===== src/rtl/mem_stage_ctrl.sv =====
// Memory-stage controller: launches one access per request, waits for mem_done or timeout, then sequences halt/dump.
// Latency: launch, at least 1 wait cycle, then 1 done cycle; stall covers the launch and wait cycles.
module mem_stage_ctrl #(
    parameter int DATA_W    = 16,
    parameter int ADDR_W    = 16,
    parameter int TIMEOUT   = 31,
    parameter bit ALIGN_CHK = 1'b1
) (
    input  logic              clk,
    input  logic              rst,
    input  logic              memRead,
    input  logic              memWrite,
    input  logic              halt,
    input  logic [ADDR_W-1:0] addr,
    input  logic [DATA_W-1:0] writeData,
    output logic [DATA_W-1:0] readData,
    output logic              stall,
    output logic              err,
    output logic              createdump,
    output logic              mem_en,
    output logic              mem_wr,
    output logic [ADDR_W-1:0] mem_addr,
    output logic [DATA_W-1:0] mem_wdata,
    input  logic [DATA_W-1:0] mem_rdata,
    input  logic              mem_done
);

    localparam int CNT_W = $clog2(TIMEOUT + 1);

    typedef enum logic [2:0] {
        S_IDLE   = 3'd0,
        S_WAIT   = 3'd1,
        S_DONE   = 3'd2,
        S_DUMP   = 3'd3,
        S_HALTED = 3'd4
    } state_t;

    state_t              r_state;
    state_t              w_state_nxt;
    logic [CNT_W-1:0]    r_cnt;
    logic                r_halt_pend;
    logic                r_is_read;
    logic [DATA_W-1:0]   r_read_data;
    logic                r_err;

    logic                w_launch;
    logic                w_bad_req;
    logic                w_timeout;

    assign w_launch  = (r_state == S_IDLE) && (memRead ^ memWrite) && !(ALIGN_CHK && addr[0]);
    assign w_bad_req = (r_state == S_IDLE) && (memRead || memWrite) && !w_launch;
    // A done pulse in the same cycle as the counter limit takes priority.
    assign w_timeout = (r_state == S_WAIT) && !mem_done && (r_cnt == CNT_W'(TIMEOUT));

    assign readData = r_read_data;
    assign err      = r_err;

    always_comb begin
        w_state_nxt = r_state;
        stall       = 1'b0;
        createdump  = 1'b0;
        mem_en      = 1'b0;
        mem_wr      = 1'b0;
        mem_addr    = '0;
        mem_wdata   = '0;
        case (r_state)
            S_IDLE: begin
                if (w_launch) begin
                    mem_en      = 1'b1;
                    mem_wr      = memWrite;
                    mem_addr    = addr;
                    mem_wdata   = writeData;
                    stall       = 1'b1;
                    w_state_nxt = S_WAIT;
                end else if (halt) begin
                    w_state_nxt = S_DUMP;
                end
            end
            S_WAIT: begin
                stall = 1'b1;
                if (mem_done || w_timeout) begin
                    w_state_nxt = S_DONE;
                end
            end
            S_DONE:   w_state_nxt = r_halt_pend ? S_DUMP : S_IDLE;
            S_DUMP: begin
                createdump  = 1'b1;
                w_state_nxt = S_HALTED;
            end
            S_HALTED: w_state_nxt = S_HALTED;
            default:  w_state_nxt = S_IDLE;
        endcase
    end

    always_ff @(posedge clk) begin
        if (rst) begin
            r_state     <= S_IDLE;
            r_cnt       <= '0;
            r_halt_pend <= 1'b0;
            r_is_read   <= 1'b0;
            r_read_data <= '0;
            r_err       <= 1'b0;
        end else begin
            r_state <= w_state_nxt;
            if (w_launch) begin
                r_cnt       <= '0;
                r_halt_pend <= halt;
                r_is_read   <= memRead;
            end else if ((r_state == S_WAIT) && !mem_done && !w_timeout) begin
                r_cnt <= r_cnt + 1'b1;
            end
            if ((r_state == S_WAIT) && mem_done && r_is_read) begin
                r_read_data <= mem_rdata;
            end else if (w_timeout && r_is_read) begin
                r_read_data <= '0;
            end
            if (w_bad_req || w_timeout) begin
                r_err <= 1'b1;
            end
        end
    end

endmodule


===== config.mk =====
export PLATFORM = sky130hd
export DESIGN_NAME = mem_stage_ctrl
export DESIGN_NICKNAME = d
export VERILOG_FILES = /design/src/rtl/mem_stage_ctrl.sv
export SDC_FILE = /design/constraint.sdc
export NUM_CORES = 1
export LEC_CHECK = 0
export ABC_AREA = 1
export BUFFER_PORTS_ARGS = -buffer_cell sky130_fd_sc_hd__buf_2
export CAP_MARGIN = 20
export CORE_MARGIN = 4
export CORE_UTILIZATION = 37
export CTS_CLUSTER_SIZE = 30
export DETAILED_ROUTE_END_ITERATION = 7
export PLACE_DENSITY = 0.76
export SYNTH_ARGS = -nofsm -noshare
export SYNTH_HDL_FRONTEND = slang
export SYNTH_SLANG_ARGS = --single-unit

===== constraint.sdc =====
create_clock -name clk -period 1.5 [get_ports clk]
set_input_delay 0.075 -clock clk [delete_from_list [all_inputs] [get_ports clk]]
set_output_delay 0.075 -clock clk [all_outputs]
set_load 0.05 [all_outputs]

# After elaboration in Yosys (flattened, before gate mapping)
# Cells that the tools add are included.
# Widths: inputs -> output; s select.
dict set report classes {
  muxes 17
  n_bitwise 1
  addsub 1
  eq_ne 7
  n_reduce_logical 22
}
# cell count
set op_table {}
lappend op_table {{$mux 16} 6}
lappend op_table {{$pmux 3 s4} 1}
lappend op_table {{$logic_and 1x1->1} 10}
lappend op_table {{$mux 3} 3}
lappend op_table {{$eq 3x2->1 const B} 2}
lappend op_table {{$add 5x1->5 const B} 1}
lappend op_table {{$eq 5x5->1 const B} 1}
lappend op_table {{$mux 1} 5}
lappend op_table {{$logic_not 1->1} 4}
lappend op_table {{$reduce_or 2->1} 2}
lappend op_table {{$eq 3x1->1 const B} 1}
lappend op_table {{$eq 3x3->1 const B} 1}
lappend op_table {{$logic_not 3->1} 1}
lappend op_table {{$logic_or 1x1->1} 3}
lappend op_table {{$ne 3x3->1 const B} 1}
lappend op_table {{$mux 2} 1}
lappend op_table {{$ne 2x1->1 const B} 1}
lappend op_table {{$pmux 1 s2} 1}
lappend op_table {{$reduce_and 2->1} 1}
lappend op_table {{$reduce_bool 2->1} 1}
lappend op_table {{$xor 1x1->1} 1}
dict set report totals {
  reg_bits 27
  wordCells 54
  in_bits 54
}

# Longest topological paths before layout
# Gate-level depths: netlist (run 1).
dict set report logic_depth {
  ltp_word 6
  mapped_depth 10
}

# Worst setup path before layout (run 1)
# OpenSTA, ideal clock, no wires.
dict set report synth_timing {
  path_type {register -> output}
  from {register r_state[1]}
  to {output mem_wdata[0]}
  path_stages_with_launch 7
  arrival_ns 1.833
  path_slack_ns -0.408
  required_time_ns 1.425
  cell_sequence {dfxtp_1 nor2_2 nand2_2 nor2_4 inv_4 buf_6 nor2_1}
}
dict set report synth_via {
  elab_chain_len 5
}
# element line
set synth_lines {}
lappend synth_lines {{start: declaration} 38} ;# state_t r_state;
lappend synth_lines {{start signal: assignment} 104} ;# r_state <= w_state_nxt;
lappend synth_lines {{$logic_not 3->1 *} {50, 66}}
lappend synth_lines {{$logic_and 1x1->1 (2 in a row)} 50} ;# assign w_launch = (r_state == S_IDLE) && (memRead ^ memWrite) && !(ALIGN_CHK && addr[0]);
lappend synth_lines {{$mux 16} 68} ;# if (w_launch) begin
lappend synth_lines {{$mux 16 *} 66} ;# case (r_state)
lappend synth_lines {{end: declaration} 23} ;# output logic [DATA_W-1:0] mem_wdata,
# Mark *: on every way between the ends. The rest lies on a longest branch, timed or not.

# Worst setup path in the final report (run 1)
dict set report layout_timing {
  from {register r_state[1]}
  to {output mem_addr[12]}
}
dict set report layout_via {
  elab_chain_len 5
}
# element line
set layout_lines {}
lappend layout_lines {{$logic_not 3->1 *} {50, 66}}
lappend layout_lines {{$logic_and 1x1->1 (2 in a row)} 50}
lappend layout_lines {{$mux 16} 68}
lappend layout_lines {{$mux 16 *} 66}
lappend layout_lines {{end: declaration} 22} ;# output logic [ADDR_W-1:0] mem_addr,
# Marks and branches as above.

==> out/metrics.yaml, run 1 <==
track_usage: 0.202
status: "finished with violations"
rsz0062_at_grt: "yes"
antenna_left: 0
cts_sinks: 27
ys_ff_latch: 27
gp_congestion: 0.807
timing.final.crit_share: 1.04
cts_tree: "built"
critPathMaxStageDelay_ns: 0.37
dp_hpwl_microns: 3650
gr-usage-met3: 0.0455
routed_via_density: 4.85
path_clk_slew_ns: 0.10
die_y_microns: 72.7
placed_cells: 393
cp_slowest_cell: "dfxtp_4"
n_antenna_cell: 0
fin_total_pwr_mw: 3.14
ys_warn_count: 0
end_kind: "primary output"
numCtsBuffers: 3
hold_class: "input pin to flip-flop"
ys_async_sr_fraction: 0
crit_top_cell: "nor2_4"
clock_skew_ns: 0.0101
htreeDepth: 1
vias: 1974
clk_latency_ns: 0.27
fin_crit_ns: 1.55
nFillCells: 289
arrival_ns: 1.48
use_met1: 0.212
power_density_nw_per_um2: 1100
grt_pass1_wl_microns: 8520
ys.flop_type: "dfxtp_1"
drt_iter0_drc: 118
p_leak_nw: 1.42
worstPathMaxFanout: 12
grt_pass1_vias: 1909
synth.yosys.seq_area_share: 0.350
maxSlewViolCount: 0
timing.hold.ws_ns: 0.0641
crit_type: "flip-flop to primary output"
routed_wirelength_microns: 5590
multiInputGateArea_sq_um: 1030
dieArea_sq_um: 5280
rows: 23
finalHoldViolCount: 0
hold_buffers: 0
synth_edf_count: 0
fin_util: 0.712
cts_root_buf: "clkbuf_8"
start_util: 0.384
die_x_microns: 72.7
io_buffer_count: 105
cp.required_ns: 1.42
drive_gt1_frac: 0.535
wl_per_cell_microns: 13.7
crit_chain: "nor2_4 -> nand2_2 -> nor2_4 -> inv_6 -> buf_12 -> nor2_4 -> buf_8"
grt_max_degree: 17
boundaryPins: 107
synth.net_count: 293
nNetsFinal: 415
setup_viol: 33
drc: 0
synth_top_area_share: 0.350
irDropWorstVdd_uv: 594
violations: "negative setup slack"
netlist_area_sq_um: 1550
clock.fmax_mhz: 644
antenna_found_initial: 0
setup_ws_ns: -0.0538
synth_largest_area_cell: "dfxtp_1"
busiest_layer: "met2"
syn_to_final_growth_pct: 85.4
grt_overflow: 0
postSynthAreaPerCell_sq_um: 6.55
clk_path_buf_depth: 2
synth.distinct_cells: 23
core_area_sq_um: 4030
dp_slack_ns: 0.0378
maxCapViolations: 0
fin_cells: 407
critPathLaunchType: "flip-flop"
grtUsageMet2: 0.394
synthCells: 236
ys_top_cells_by_area: "dfxtp_1, inv_1, nor2_1"
register_area_sq_um: 551
drt-pass1-iter-count: 4
## critical path: cells and delay by family, from the launching register on
kind	cells	cell delay, ns
AND/OR/NAND/NOR	4	0.43
flip-flops	1	0.37
buffers and inverters	3	0.40
## repair_timing
item / CTS / global route
endpoints found under the hold margin: 0 / 0
gates cloned: 1 / 1
endpoints found under the setup margin: 33 / 55
pin swaps: 3 / 10
gates resized for setup: 72 / 20
setup buffers: 6 / 3
## cells in the final DEF (no fill, tap or decap), drive strengths merged
cell / n
buf: 128
inv: 51
nor2: 47
nand2: 36
dfxtp: 27
a21oi: 22
nand4: 18
nand3: 16
clkbuf: 3
ha: 3
o21ai: 2
xor2: 1
nand3b: 1
conb: 1
clkinv: 1
## Yosys cell counts, drive strengths merged, types with 2 or more instances
master  count
nand3      15
nand2      36
clkbuf      4
dfxtp      27
a21oi      22
o21ai       2
inv        51
buf         8
ha          3
nand4      18
nor2       47
## routing by layer
metal | wire [microns] | vias to the layer above
met5 | 0 | -
met4 | 110 | 0
met3 | 416 | 12
met2 | 3180 | 79
met1 | 1890 | 910
li1 | - | 973
## through the flow
stage          setup TNS [ns]  cell area (sq um)
2_1_floorplan          -0.576               1790
3_3_place_gp                0               2430
3_5_place_dp                0               2430
4_1_cts                 -1.23               2770
5_1_grt                 -3.03               2870
6_report                -1.10               2870
## power by group
| group | leakage [nW] | switching, mW | internal (mW) | total, mW |
|---|---|---|---|---|
| Sequential | 0.221 | 0.0623 | 0.785 | 0.848 |
| Combinational | 1.17 | 1.19 | 0.699 | 1.89 |
| Clock | 0.0255 | 0.225 | 0.186 | 0.411 |
## flip-flops by register name, summed over array words and instances, names as in the netlist
signal and cells:
err 1, r_is_read 1, readData 16, r_cnt 5, r_state 3, r_halt_pend 1
## logic make-up after synthesis
kind of cell | Yosys count | share of synthesized area
compound gates | 24 | 0.0777
flops | 27 | 0.350
buf+inv | 63 | 0.183
other cells | 1 | 0.00242
simple gates | 117 | 0.358
fa+ha+maj | 3 | 0.0243
xor+xnor | 1 | 0.00566
## final timing paths
check	startpoint	endpoint	slack [ns]	cells after the start
max	r_state[1]	mem_addr[12]	-0.05	7
min	mem_rdata[6]	readData[6]	0.06	3
max reg2reg	r_cnt[1]	readData[2]	0.06	9
min reg2reg	readData[10]	readData[10]	0.46	2
## layout make-up
type / instances / share of cell area
Clock buffer: 3 / 0.0144
Clock inverter: 1 / 0.00175
Inverter: 51 / 0.0685
Multi-Input combinational cell: 147 / 0.360
Sequential cell: 27 / 0.192
Tap cell: 50 / 0.0218
Timing Repair Buffer: 128 / 0.342
No activity file was read; power rests on OpenSTA's default activity.
==> run 2, diff against run 1 <==
--- a/constraint.sdc
+++ b/constraint.sdc
@@ -3,2 +3,2 @@
 set_output_delay 0.075 -clock clk [all_outputs]
-set_load 0.05 [all_outputs]
+set_load 0.02 [all_outputs]
==> run 2 against run 1 <==
Compared with the run above: the flow still finishes with violations (negative setup slack); global-route usage shrank 3.6 points; sequential power is essentially flat; via count shrank 1.2%; register-to-register slack gained 0.06 ns; combinational power shrank 28%; total power shrank 16%; clock skew shrank 0.0090 ns; critical path type unchanged; critical endpoint is now mem_wdata[9].
==> out/metrics.yaml, run 2 (synthesized netlist as in run 1, its figures left out) <==
vias: 1951  # -1.2%
cp_slowest_cell: "dfxtp_4"
largest_reg_flops: 16  # unchanged
clock_skew_ns: 0.00114  # -0.00900 ns
worst-path-buf-inv: 3  # unchanged
crit_type: "flip-flop to primary output"
htreeDepth: 1  # unchanged
finalSetupTns_ns: -0.00794  # +1.09 ns
crit_chain: "nor2_4 -> nand2_4 -> nor2_4 -> buf_12 -> inv_8 -> nor2_1 -> buf_4"
fin_cells: 411  # +0.98%
grt_pass1_vias: 1683  # -12%
nNetsFinal: 419  # +0.96%
wl_per_cell_microns: 12.5  # -9.0%
gp_congestion: 0.756  # -6.4%
routed_via_density: 4.75  # -2.1%
cts_root_buf: "clkbuf_8"
die_y_microns: 72.7  # unchanged
p_leak_nw: 1.38  # -2.8%
power_density_nw_per_um2: 1030  # -6.0%
setup_viol: 1  # -97%
critPathMaxStageDelay_ns: 0.37  # about the same
drc: 0  # unchanged
hold_class: "input pin to flip-flop"
setup_ws_ns: -0.00794  # +0.0458 ns
final_cell_mix: "buf_2, inv_1, buf_4"
clock.fmax_mhz: 663  # +3.0%
final_common_cell: "buf_2"
status: "finished with violations"
maxSlewViolCount: 0  # unchanged
hold_buffers: 0  # unchanged
critPathLaunchType: "flip-flop"
worstPathMaxFanout: 9  # -3
drt-pass1-iter-count: 4  # unchanged
cpLargestDelayFamily: "simple AND/OR/NAND/NOR gates"
grt_pass1_wl_microns: 7180  # -16%
start_util: 0.384  # unchanged
grt_overflow: 0  # unchanged
placed_cells: 391  # -0.51%
track_usage: 0.166  # -0.0359
routed_wirelength_microns: 5140  # -8.1%
numCtsBuffers: 3  # unchanged
clk_path_buf_depth: 2  # unchanged
clk_latency_ns: 0.27  # about the same
antenna_left: 0  # unchanged
end_kind: "primary output"
cts_sinks: 27  # unchanged
io_buffer_count: 105  # unchanged
finalHoldViolCount: 0  # unchanged
dp_hpwl_microns: 3480  # -4.6%
dieArea_sq_um: 5280  # unchanged
core_area_sq_um: 4030  # unchanged
rows: 23  # unchanged
n_antenna_cell: 0  # unchanged
cts_tree: "built"
crit_top_cell: "nor2_4"
violations: "negative setup slack"
fin_crit_ns: 1.51  # -0.0458 ns
grt_max_degree: 18  # +1
drive_gt1_frac: 0.474  # -0.0613
maxCapViolations: 0  # unchanged
drt_iter0_drc: 88  # -25%
fin_util: 0.633  # -0.0786
syn_to_final_growth_pct: 65.0
arrival_ns: 1.43  # -0.05 ns
path_clk_slew_ns: 0.09  # about the same
irDropWorstVdd_uv: 839  # +41%
boundaryPins: 107  # unchanged
cp.required_ns: 1.42  # about the same
rsz0062_at_grt: "yes"
antenna_found_initial: 0  # unchanged
fin_total_pwr_mw: 2.63  # -16%
die_x_microns: 72.7  # unchanged
timing.final.crit_share: 1.01  # -0.0305
## run 2: power breakdown
part           internal, mW  switching, mW
clock network         0.190          0.218
registers             0.786         0.0643
logic                 0.583          0.786
## run 2: repair_timing
item                       4_1_cts  5_1_grt
gates cloned                     2        1
pin swaps                        2        6
setup buffers                    7        6
gates resized for setup         31       49
setup endpoints to repair       33       57
## run 2: layout make-up
type | instances | area [sq um]
Fill cell | 337 | 1480
Timing Repair Buffer | 130 | 837
Multi-Input combinational cell | 147 | 836
Sequential cell | 27 | 552
Inverter | 51 | 199
Tap cell | 50 | 62.6
Clock buffer | 4 | 45.0
Timing Repair inverter | 2 | 20.0
## run 2: worst register-to-register path, cell delays in order (launching register included)
cell and delay (ns):
dfxtp_2 0.35, ha_4 0.16, nand2_1 0.07, nor2_2 0.04, ha_2 0.18, inv_2 0.09, nand4_1 0.11, buf_4 0.18
nand2_1 0.05, a21oi_1 0.05
## run 2: metal layers
layer / vias to the layer above / GRT usage / routed length, microns
met5: - / 0 / 0
met1: 887 / 0.193 / 1940
met3: 10 / 0.0455 / 345
met2: 63 / 0.301 / 2750
li1: 991 / - / -
met4: 0 / 0.0369 / 101
## run 2: worst paths after layout
| check | startpoint | end | slack, ns | cells after the start |
|---|---|---|---|---|
| worst max-delay path | r_state[0] | mem_wdata[9] | -0.008 | 7 |
| worst min-delay path | rst | r_state[1] | 0.03 | 2 |
| worst max register to register | r_cnt[0] | r_cnt[0] | 0.12 | 9 |
| worst min register to register | readData[9] | readData[9] | 0.46 | 2 |
## run 2: per-stage QoR
stage               area [sq um]  hold WS (ns)  setup slack, ns
floorplan                   1550         0.210          0.00155
global placement            2140         0.299           0.0865
detailed placement          2140         0.315           0.0532
CTS                         2340        0.0122           0.0174
global route                2550        0.0460          -0.0510
finish                      2550        0.0348         -0.00794
